### config.mk
export PLATFORM = sky130hd
export DESIGN_NAME = neuron_layer_sequencer
export DESIGN_NICKNAME = d
export VERILOG_FILES = /design/src/rtl/neuron_layer_sequencer.sv
export SDC_FILE = /design/constraint.sdc
export NUM_CORES = 1
export LEC_CHECK = 0
export ABC_AREA = 1
export BUFFER_PORTS_ARGS = -buffer_cell sky130_fd_sc_hd__clkbuf_2
export CORE_AREA = 2 2 127 129
export DETAILED_ROUTE_END_ITERATION = 7
export DIE_AREA = 0 0 129 131
export PLACE_DENSITY = 0.84
export SYNTH_ARGS = -nofsm -noshare
export SYNTH_HDL_FRONTEND = slang
export SYNTH_SLANG_ARGS = --single-unit
export TNS_END_PERCENT = 5
### constraint.sdc
create_clock -name clk -period 2.4 [get_ports clk]
set_input_delay 0.48 -clock clk [delete_from_list [all_inputs] [get_ports clk]]
set_output_delay 0.48 -clock clk [all_outputs]
set_load 0.02 [all_outputs]
### src/rtl/neuron_layer_sequencer.sv
// neuron_layer_sequencer: issues one weight read per neuron on a shared MAC/sigmoid datapath and
// writes each tagged result back to the result buffer at its neuron index.
module neuron_layer_sequencer #(
   parameter int NUM_NEURONS = 16,
   parameter int ADDR_W      = 4,
   parameter int ROM_LAT     = 1,
   parameter int PIPE_LAT    = 8
) (
   input  logic              clk,
   input  logic              rst,
   input  logic              start,
   input  logic [135:0]      x_in,
   output logic [135:0]      x_out,
   output logic [ADDR_W-1:0] w_addr,
   output logic              w_rd_en,
   output logic              neuron_ce,
   input  logic [16:0]       y_in,
   output logic              res_we,
   output logic [ADDR_W-1:0] res_addr,
   output logic [16:0]       res_data,
   output logic              busy,
   output logic              done,
   output logic              start_err
);
   localparam int D  = ROM_LAT + PIPE_LAT;
   localparam int CW = ADDR_W + 1;
   localparam logic [CW-1:0] NUM  = CW'(NUM_NEURONS);
   localparam logic [CW-1:0] LAST = CW'(NUM_NEURONS - 1);
   typedef enum logic [1:0] {IDLE, ISSUE, DRAIN, DONE} state_t;
   state_t            state;
   logic [CW-1:0]     cnt;
   logic [D-2:0]      tag_v;
   logic [ADDR_W-1:0] tag_i [D-1];
   assign start_err = start & busy & ~rst;
   // the res_* registers form the final stage of the tag pipeline
   always_ff @(posedge clk) begin
      if (rst) begin
         state     <= IDLE;
         cnt       <= '0;
         tag_v     <= '0;
         for (int i = 0; i < D-1; i++) tag_i[i] <= '0;
         x_out     <= '0;
         w_addr    <= '0;
         w_rd_en   <= 1'b0;
         neuron_ce <= 1'b0;
         res_we    <= 1'b0;
         res_addr  <= '0;
         res_data  <= '0;
         busy      <= 1'b0;
         done      <= 1'b0;
      end else begin
         tag_v[0] <= w_rd_en;
         tag_i[0] <= w_addr;
         for (int i = 1; i < D-1; i++) begin
            tag_v[i] <= tag_v[i-1];
            tag_i[i] <= tag_i[i-1];
         end
         res_we <= tag_v[D-2];
         if (tag_v[D-2]) begin
            res_addr <= tag_i[D-2];
            res_data <= y_in;
         end
         w_rd_en <= 1'b0;
         done    <= 1'b0;
         case (state)
            IDLE: if (start) begin
               x_out     <= x_in;
               state     <= ISSUE;
               busy      <= 1'b1;
               neuron_ce <= 1'b1;
               w_rd_en   <= 1'b1;
               w_addr    <= '0;
               cnt       <= CW'(1);
            end
            ISSUE: if (cnt == NUM) state <= DRAIN;
            else begin
               w_rd_en <= 1'b1;
               w_addr  <= cnt[ADDR_W-1:0];
               cnt     <= cnt + CW'(1);
            end
            DRAIN: if (res_we && {1'b0, res_addr} == LAST) begin
               state <= DONE;
               done  <= 1'b1;
            end
            DONE: begin
               state     <= IDLE;
               busy      <= 1'b0;
               neuron_ce <= 1'b0;
            end
         endcase
      end
   end
endmodule

==> Word level (Yosys, flattened, before mapping) <==
Memories as Yosys holds them, arrays and structs flattened. A register that Yosys moved wholly into a read port is not among the register bits.
Cells that the tools add are included.
{ "totals": {"regBits": 176, "mem_count": 1, "in_bits": 156, "output_inout_bits": 167, "ram_bits": 32} }
{ "classes": {"muxes": 27, "n_addsub": 1, "eq_ne": 9, "bitwise_logic": 12, "reduce_logical": 9} }
{ "mem_list": {"columns": ["name", "words", "width", "rd", "rd_clocked_by_memory_dff", "wr", "line", "rtl"], "rows": [
  ["tag_i", 8, 4, 8, 1, 8, "33", "logic [ADDR_W-1:0] tag_i [D-1];"]
]} }
{ "ops": {"columns": ["cell", "n"], "rows": [
  ["$mux W4", 10],
  ["$mux W5", 2],
  ["$pmux W5 S2", 1],
  ["$ne A2 B2 Y1 const B", 4],
  ["$or A1 B1 Y1", 8],
  ["$pmux W2 S4", 1],
  ["$pmux W4 S2", 1],
  ["$mux W1", 7],
  ["$mux W2", 3],
  ["$reduce_and A3 Y1", 2],
  ["$add A5 B1 Y5 const B", 1],
  ["$eq A5 B5 Y1 const B", 1],
  ["$eq A2 B2 Y1 const B", 2],
  ["$eq A4 B4 Y1 const B", 1],
  ["$pmux W1 S2", 2],
  ["$reduce_and A2 Y1", 2],
  ["$reduce_bool A2 Y1", 2],
  ["$and A1 B1 Y1", 2],
  ["$eq A2 B1 Y1 const B", 1],
  ["$logic_not A2 Y1", 1],
  ["$not A1 Y1", 2],
  ["$reduce_or A2 Y1", 1],
  ["$logic_and A1 B1 Y1", 1]
]} }

==> Logic depth before layout (Yosys ltp) <==
Gate-level depths: netlist (run 1).
{ "logic_depth": {"word_depth": 4, "ltp_mapped": 11} }

==> Least setup slack after synthesis (run 1) <==
No wires, ideal clock.
{ "synth_path": {"kind": "input-to-output", "from": "in rst", "to": "out start_err", "path_buffers": 1, "stages": 2, "t_arrival_ns": 1.143, "slack_ns": 0.777, "path_cell_list": "buf_2 -> nor3_1"} }
{ "synth_between": {"elab_chain_cells": 2} }
{ "synth_lines": {"columns": ["element", "line", "rtl"], "rows": [
  ["start, declared", "10", "input logic rst,"],
  ["$not A1 Y1", "34", "assign start_err = start & busy & ~rst;"],
  ["$and A1 B1 Y1", "34", null],
  ["end, declared", "23", "output logic start_err"]
]} }
Every way passes these cells.

==> Worst setup path in the final report (run 1) <==
{ "layout_path": {"from": "reg state[0]", "to": "reg x_out[7]"} }
{ "layout_between": {"elab_chain_cells": 2} }
{ "layout_lines": {"columns": ["element", "line", "rtl"], "rows": [
  ["start, declared", "30", "state_t state;"],
  ["start signal, assigned", "38", "state <= IDLE;"],
  ["start signal, assigned", "68", "state <= ISSUE;"],
  ["start signal, assigned", "75", "ISSUE: if (cnt == NUM) state <= DRAIN;"],
  ["$logic_not A2 Y1", "65", "case (state)"],
  ["$reduce_and A2 Y1 (no source line)", null, null],
  ["end signal, assigned", "67", "x_out <= x_in;"],
  ["end, declared", "13", "output logic [135:0] x_out,"]
]} }
Every way passes these cells.
A chain may end at the register's enable or synchronous reset.

==> key figures, run 1 <==
Outcome
  – Status: completed

Synth
  – Synthesized Nets: 1084
  – Number of distinct library cells after synthesis: 25
  – Compound-Gate Fraction of Synth Area: 11.8%
  – Largest family of logic cells by synthesized area: simple AND/OR/NAND/NOR gates
  – Syn Area/Cell: 7.96 um2
  – Yosys warnings: 0
  – #FFs+latches synth: 212
  – Post-Synth Simple-Gate Area: 22.2%
  – Mapped Cells: 922
  – Post-Synth Adder-Cell Area: 1.02%
  – Sequential share of the synthesized area: 57.9%
  – Xor and xnor area share after synthesis: 0%
  – Synthesized area: 7330 um2
  – Mux share of post-synthesis cell area: 0%

Drt
  – Drt via density: 4.76
  – Drt wl/cell: 13.6 um
  – Detail Route Antenna Nets: 0
  – First-pass iteration count of the detailed router: 6
  – Vias: 6860
  – DR iter-0 viols: 367
  – Routed wire length: 19700 um
  – Residual DRC: 0

Flow run
  – Maximum Capacitance Violations: 0

Global routing
  – Initial antenna violation count: 0
  – GRT Resource Usage Total: 21.7%
  – Largest net degree at the start of global routing: 139
  – First-pass GRT wire length: 29800 um
  – Vias in the first global route: 6074
  – Global route overflow: 0

Worst setup path
  – Critical Path Fanout Max: 138
  – Crit path DAT: 2.20 ns
  – Setup CP Type: register to register
  – CP endpoint kind: register
  – R2R setup slack: 0.62 ns
  – CP startpoint kind: register
  – Reg-to-reg endpoint: x_out[7]
  – Worst path required time: 2.81 ns
  – Depth of the most critical reg-to-reg path: 6
  – Worst R2R Start: state[0]

Placement
  – Placed instance area: 9010 um2
  – DPL Wire Length: 13400 um
  – Placer Congestion: 0.832
  – Buffers on Ports: 322
  – Pre-CTS setup slack: 0.700 ns
  – Total placed cells including tap cells: 1406

Clock network
  – TritonCTS buffer count: 22
  – CTS tree: built
  – Htree depth: 1
  – Max Buffers Root-to-Sink: 3
  – Clock Tree Root: clkbuf_16
  – Hold-fix buffer count after cts: 0
  – Clock-pin slew on the worst setup and hold paths: 0.06 ns
  – Post-CTS Resized: 0
  – CTS Sinks: 212
  – Worst-Skew Late Latency: 0.49 ns
  – Number of buffers added for setup after CTS: 0

Worst hold path
  – Hold Path Class: primary input to register
  – WHS Path Cells: 3
  – Hold wc startpoint: y_in[1]
  – Hold Crit Endpoint: res_data[1]

Die
  – Num rows: 46
  – Die ar.: 16900 um2
  – Starting density of the core: 47.0%
  – Die H: 131 um
  – Die width: 129 um
  – Core area: 15600 um2
  – Io pins: 323

Power and ir drop
  – Max VDD drop: 0.824 mV
  – Leakage: 4.70 nW
  – PwrDens: 1200 nW/um2

STA
  – Headroom to the max-slew limit: 55.1%
  – Clock Skew: 0.0149 ns
  – Worst Hold Slack: 0.205 ns
  – Worst setup margin: 0.615 ns
  – Setup TNS: 0 ns
  – Tmin final: 1.78 ns
  – RSZ-0062 raised after global routing: false
  – Worst-Margin Slew: 0.673 ns
  – Final Cycle Share: 74.4%
  – Slew Viols, Final: 0
  – Max Clk Rate: 560 MHz
  – # setup viols final: 0
  – Hold Vio Cnt, Final: 0

Cells and area
  – Nets@finish: 1376
  – Area Overhead vs Synth: 32.5%
  – Area of the multi-input gates: 2570 um2
  – Share of cells above drive strength 1: 30.5%
  – Non-Filler Instances: 1442
  – Fillers: 1394
  – Antenna diode count: 0
  – FF/Latch Area: 4240 um2
  – Final non-filler cell area: 9720 um2
==> worst max-delay path: stages (launching register included) <==
cell and delay (ns):
dfxtp_1 0.37, inv_1 0.08, ha_1 0.28, nand2_4 0.12, buf_12 0.36, o21ai_0 0.23
nor2_1 0.12
==> sequential cells by signal, summed over array words and instances (netlist names) <==
register	count
tag_v	8
busy	1
w_rd_en	1
state	2
res_addr	4
res_we	1
done	1
cnt	5
tag_i	32
res_data	17
x_out	136
w_addr	4
==> cell usage in the layout (no fill, tap or decap), drive strengths merged, types with 2 or more instances in the layout <==
master / count
clkinvlp: 2
dfxtp: 212
clkinv: 4
a21oi: 11
nand3: 12
nor3: 2
nand2: 29
inv: 55
o21ai: 159
clkbuf: 351
nand4: 2
buf: 7
ha: 6
nor2: 370
==> report_power, final <==
group	internal, W	switching (W)	leakage [nW]
sequential	0.00422	0.000371	1.74
clock	0.00196	0.00133	0.345
combinational	0.00121	0.00256	2.62
total	0.00739	0.00426	4.70
==> kinds of logic after synthesis <==
group,Yosys count
simple gates,416
flops,212
compound gates,172
buf+inv,116
fa+ha+maj,6
==> per-stage QoR <==
step                      utilization (%)  total power (W)
after global routing                 62.3           0.0124
after CTS                            62.3           0.0117
final                                62.3           0.0116
after global placement               57.8          0.00831
after detailed placement             57.8          0.00841
after floorplan                         -          0.00729
==> layer usage <==
layer	vias up	share of wire, %	track usage [%]
met3	53	7.9	5.09
li1	3470	-	-
met4	0	4.2	9.91
met5	-	0	0
met2	272	48	36.5
met1	3065	40	26.6
==> final cells by class <==
type                    instances  area share, %
clock buffers                  29           6.57
clock inverters                 7          0.670
inverters                      55           2.18
multi-input cells             594           26.5
flip-flops and latches        212           43.7
well taps                     216           2.78
repair buffers                329           17.6
==> synth_stat cells, drive strengths merged <==
cell	n	area share, %
nor3	2	0.14
ha	6	1.0
clkbuf	33	1.8
nand4	2	0.17
dfxtp	212	58
inv	55	2.8
buf	28	2.5
a221oi	1	0.12
o21ai	159	11
nor4	1	0.085
a21oi	11	0.75
nor2	370	19
nand2	29	1.8
o21a	1	0.10
nand3	12	1.0
==> worst max path at each step <==
stage	slack (ns)	to	cells past startpoint	start
5_1_grt	0.49	start_err	3	busy
6_report	0.62	x_out[7]	6	state[0]
2_1_floorplan	0.78	start_err	2	rst
3_5_place_dp	0.70	x_out[7]	6	state[0]
4_1_cts	0.64	start_err	3	busy
3_3_place_gp	0.74	res_addr[0]	3	tag_v[7]
Power figures use the tool's default switching activity.
==> run 2: changes to the inputs <==
--- a/config.mk
+++ b/config.mk
@@ -5,11 +5,10 @@
 export SDC_FILE = /design/constraint.sdc
 export NUM_CORES = 1
 export LEC_CHECK = 0
-export ABC_AREA = 1
+export ABC_AREA = 0
 export BUFFER_PORTS_ARGS = -buffer_cell sky130_fd_sc_hd__clkbuf_2
-export CORE_AREA = 2 2 127 129
+export CORE_UTILIZATION = 47
 export DETAILED_ROUTE_END_ITERATION = 7
-export DIE_AREA = 0 0 129 131
 export PLACE_DENSITY = 0.84
 export SYNTH_ARGS = -nofsm -noshare
 export SYNTH_HDL_FRONTEND = slang
==> constraint.sdc (replaced) <==
create_clock -name clk -period 1.7 [get_ports clk]
set_input_delay 0.34 -clock clk [delete_from_list [all_inputs] [get_ports clk]]
set_output_delay 0.34 -clock clk [all_outputs]
set_load 0.02 [all_outputs]
==> run 2 against run 1 <==
Effect of this change: power rose by 31%; die area decreased by 5.7%; first-iteration DRC count down 34%; sequential power rose by 31%; final cell count shrank 7.4%; clock skew is 0.0056 ns lower; final area up 1.5%; maximum frequency increased by 10%; synthesized area fell by 1.1%; register-to-register slack lost 0.53 ns; flip-flop and latch count stayed put; highest routed layer unchanged.
==> key figures, run 2 <==
Synth
  – Most instantiated cells after synthesis: nand2_1 (278), dfxtp_1 (212), a21oi_1 (140), nor2b_1 (41), nor2_1 (29)
  – Mapped Cells: 829
  – EDFF count, synth: 0
  – Share of the synthesized area in the top cell type: 58.5%
  – Yosys warnings: 0
  – Synthesized area: 7260 um2
  – Sequential share of the synthesized area: 58.5%
  – Count leader, synth: nand2_1
  – Syn Area/Cell: 8.75 um2
  – Top_reg_cell synth: dfxtp_1
  – #FFs+latches synth: 212
  – Synthesized Nets: 991
  – Top post-synthesis cells by area: dfxtp_1 (58%), nand2_1 (14%), a21oi_1 (9.7%)
  – Number of distinct library cells after synthesis: 33
  – Biggest area consumer among synthesized cells: dfxtp_1
  – Ys async rst share: 0%

Cells and area
  – Most common cell after layout, fill and taps aside: clkbuf_2
  – Antenna diode count: 0
  – Share of cells above drive strength 1: 33.8%
  – Area Overhead vs Synth: 35.9%
  – Most frequent cells in the layout: clkbuf_2 (321), nand2_1 (277), dfxtp_1 (209), a21oi_1 (139), nor2b_1 (41)
  – Nets@finish: 1295
  – Max FFs per register: 136
  – Most flops, register: x_out
  – Largest registers: x_out x136, tag_i x32, res_data x17
  – Fillers: 1229

Clock network
  – Max Buffers Root-to-Sink: 3
  – CTS tree: built
  – Clock-pin slew on the worst setup and hold paths: 0.06 ns
  – Htree depth: 1
  – TritonCTS buffer count: 23
  – CTS Sinks: 212
  – Clock Tree Root: clkbuf_16
  – Hold-fix buffer count after cts: 0
  – Worst-Skew Late Latency: 0.50 ns

Drt
  – First-pass iteration count of the detailed router: 5
  – Detail Route Antenna Nets: 0
  – Drt via density: 4.89
  – Vias: 6539
  – DR iter-0 viols: 242
  – Residual DRC: 0
  – Routed wire length: 19100 um
  – Drt wl/cell: 14.3 um

Die
  – Die ar.: 15900 um2
  – Num rows: 45
  – Die H: 126 um
  – Io pins: 323
  – Die width: 126 um
  – Starting density of the core: 47.9%
  – Core area: 15100 um2

STA
  – Hold Vio Cnt, Final: 0
  – RSZ-0062 raised after global routing: true
  – Worst setup margin: 0.0822 ns
  – Max Clk Rate: 618 MHz
  – Clock Skew: 0.00927 ns
  – Tmin final: 1.62 ns
  – # setup viols final: 0
  – Setup TNS: 0 ns
  – Final Cycle Share: 95.2%
  – Slew Viols, Final: 0
  – Worst-Margin Slew: 0.338 ns
  – Headroom to the max-slew limit: 77.4%

Outcome
  – Status: completed

Power and ir drop
  – PwrDens: 1550 nW/um2
  – Leakage: 4.55 nW
  – Max VDD drop: 0.972 mV

Global routing
  – Largest net degree at the start of global routing: 84
  – Vias in the first global route: 6070
  – Initial antenna violation count: 0
  – Global route overflow: 0
  – First-pass GRT wire length: 29300 um
  – GRT Resource Usage Total: 22.6%

Worst hold path
  – Hold wc startpoint: x_in[105]
  – Hold Path Class: primary input to register

Placement
  – Buffers on Ports: 322
  – Placer Congestion: 0.814
  – Pre-CTS setup slack: 0.0830 ns
  – DPL Wire Length: 13100 um

Worst setup path
  – Critical Path Fanout Max: 5
  – CP startpoint kind: register
  – CP endpoint kind: register
  – Crit path DAT: 2.00 ns
  – Worst path required time: 2.08 ns
  – CP startpoint: state[1]
  – Worst R2R Start: state[1]
  – Setup CP Type: register to register

Flow run
  – Maximum Capacitance Violations: 0
run 2: power by group:
group	total [W]	switching (W)	internal, W
registers	0.00600	0.000359	0.00564
logic	0.00421	0.00274	0.00147
clock network	0.00508	0.00195	0.00313
run 2: repair_timing:
action | CTS | global route
buffers inserted | 0 | 1
gates resized for setup | 1 | 4
cloned | 0 | 1
setup endpoints to repair | 1 | 70
run 2: path summary, 6_finish.rpt:
kind / to / slack, ns / cells past startpoint
setup / recovery: w_addr[1] / 0.08 / 8
hold / removal: x_out[105] / 0.05 / 3
setup reg to reg: w_addr[1] / 0.08 / 8
hold reg to reg: tag_v[6] / 0.43 / 1
run 2: cell families after synthesis:
group	Yosys count	share of synthesized area [%]
DFF	212	58.5
AOI/OAI and AO/OA	150	11.1
and+or+nand+nor	370	21.5
adders and majority gates	6	1.03
buffers and inverters	65	4.31
muxes	26	3.60
run 2: routing by layer:
metal  GRT usage, %  routed length [um]
met4           7.23                 408
met1           26.4                7750
met2           40.7                9490
met5              0                   0
met3           5.27                1410
run 2: cell type report:
type                            count  area (um2)  area share, %
Sequential cell                   212        4250           43.1
Multi-Input combinational cell    552        2710           27.5
Timing Repair Buffer              339        1860           18.8
Clock buffer                       30         642           6.51
Tap cell                          188         235           2.39
Clock inverter                     10         144           1.46
Inverter                            5        18.8          0.190
run 2: critical path: stages, from the launching register on:
cell,delay [ns]
dfxtp_2,0.33
inv_1,0.08
ha_1,0.18
buf_4,0.16
nand2_4,0.11
a22oi_4,0.21
buf_4,0.17
mux2i_1,0.19
nor2_1,0.05
run 2: per-stage QoR:
| stage | power [W] | cells | cell area (um2) | hold slack, ns | utilization (%) |
|---|---|---|---|---|---|
| floorplan | 0.00879 | 829 | 7260 | 0.414 | - |
| global placement | 0.0101 | 1294 | 9030 | 0.416 | 59.6 |
| detailed placement | 0.0102 | 1294 | 9030 | 0.420 | 59.6 |
| CTS | 0.0153 | 1334 | 9810 | 0.0267 | 64.8 |
| global route | 0.0160 | 1336 | 9860 | 0.0425 | 65.1 |
| finish | 0.0153 | 1336 | 9860 | 0.0510 | 65.1 |
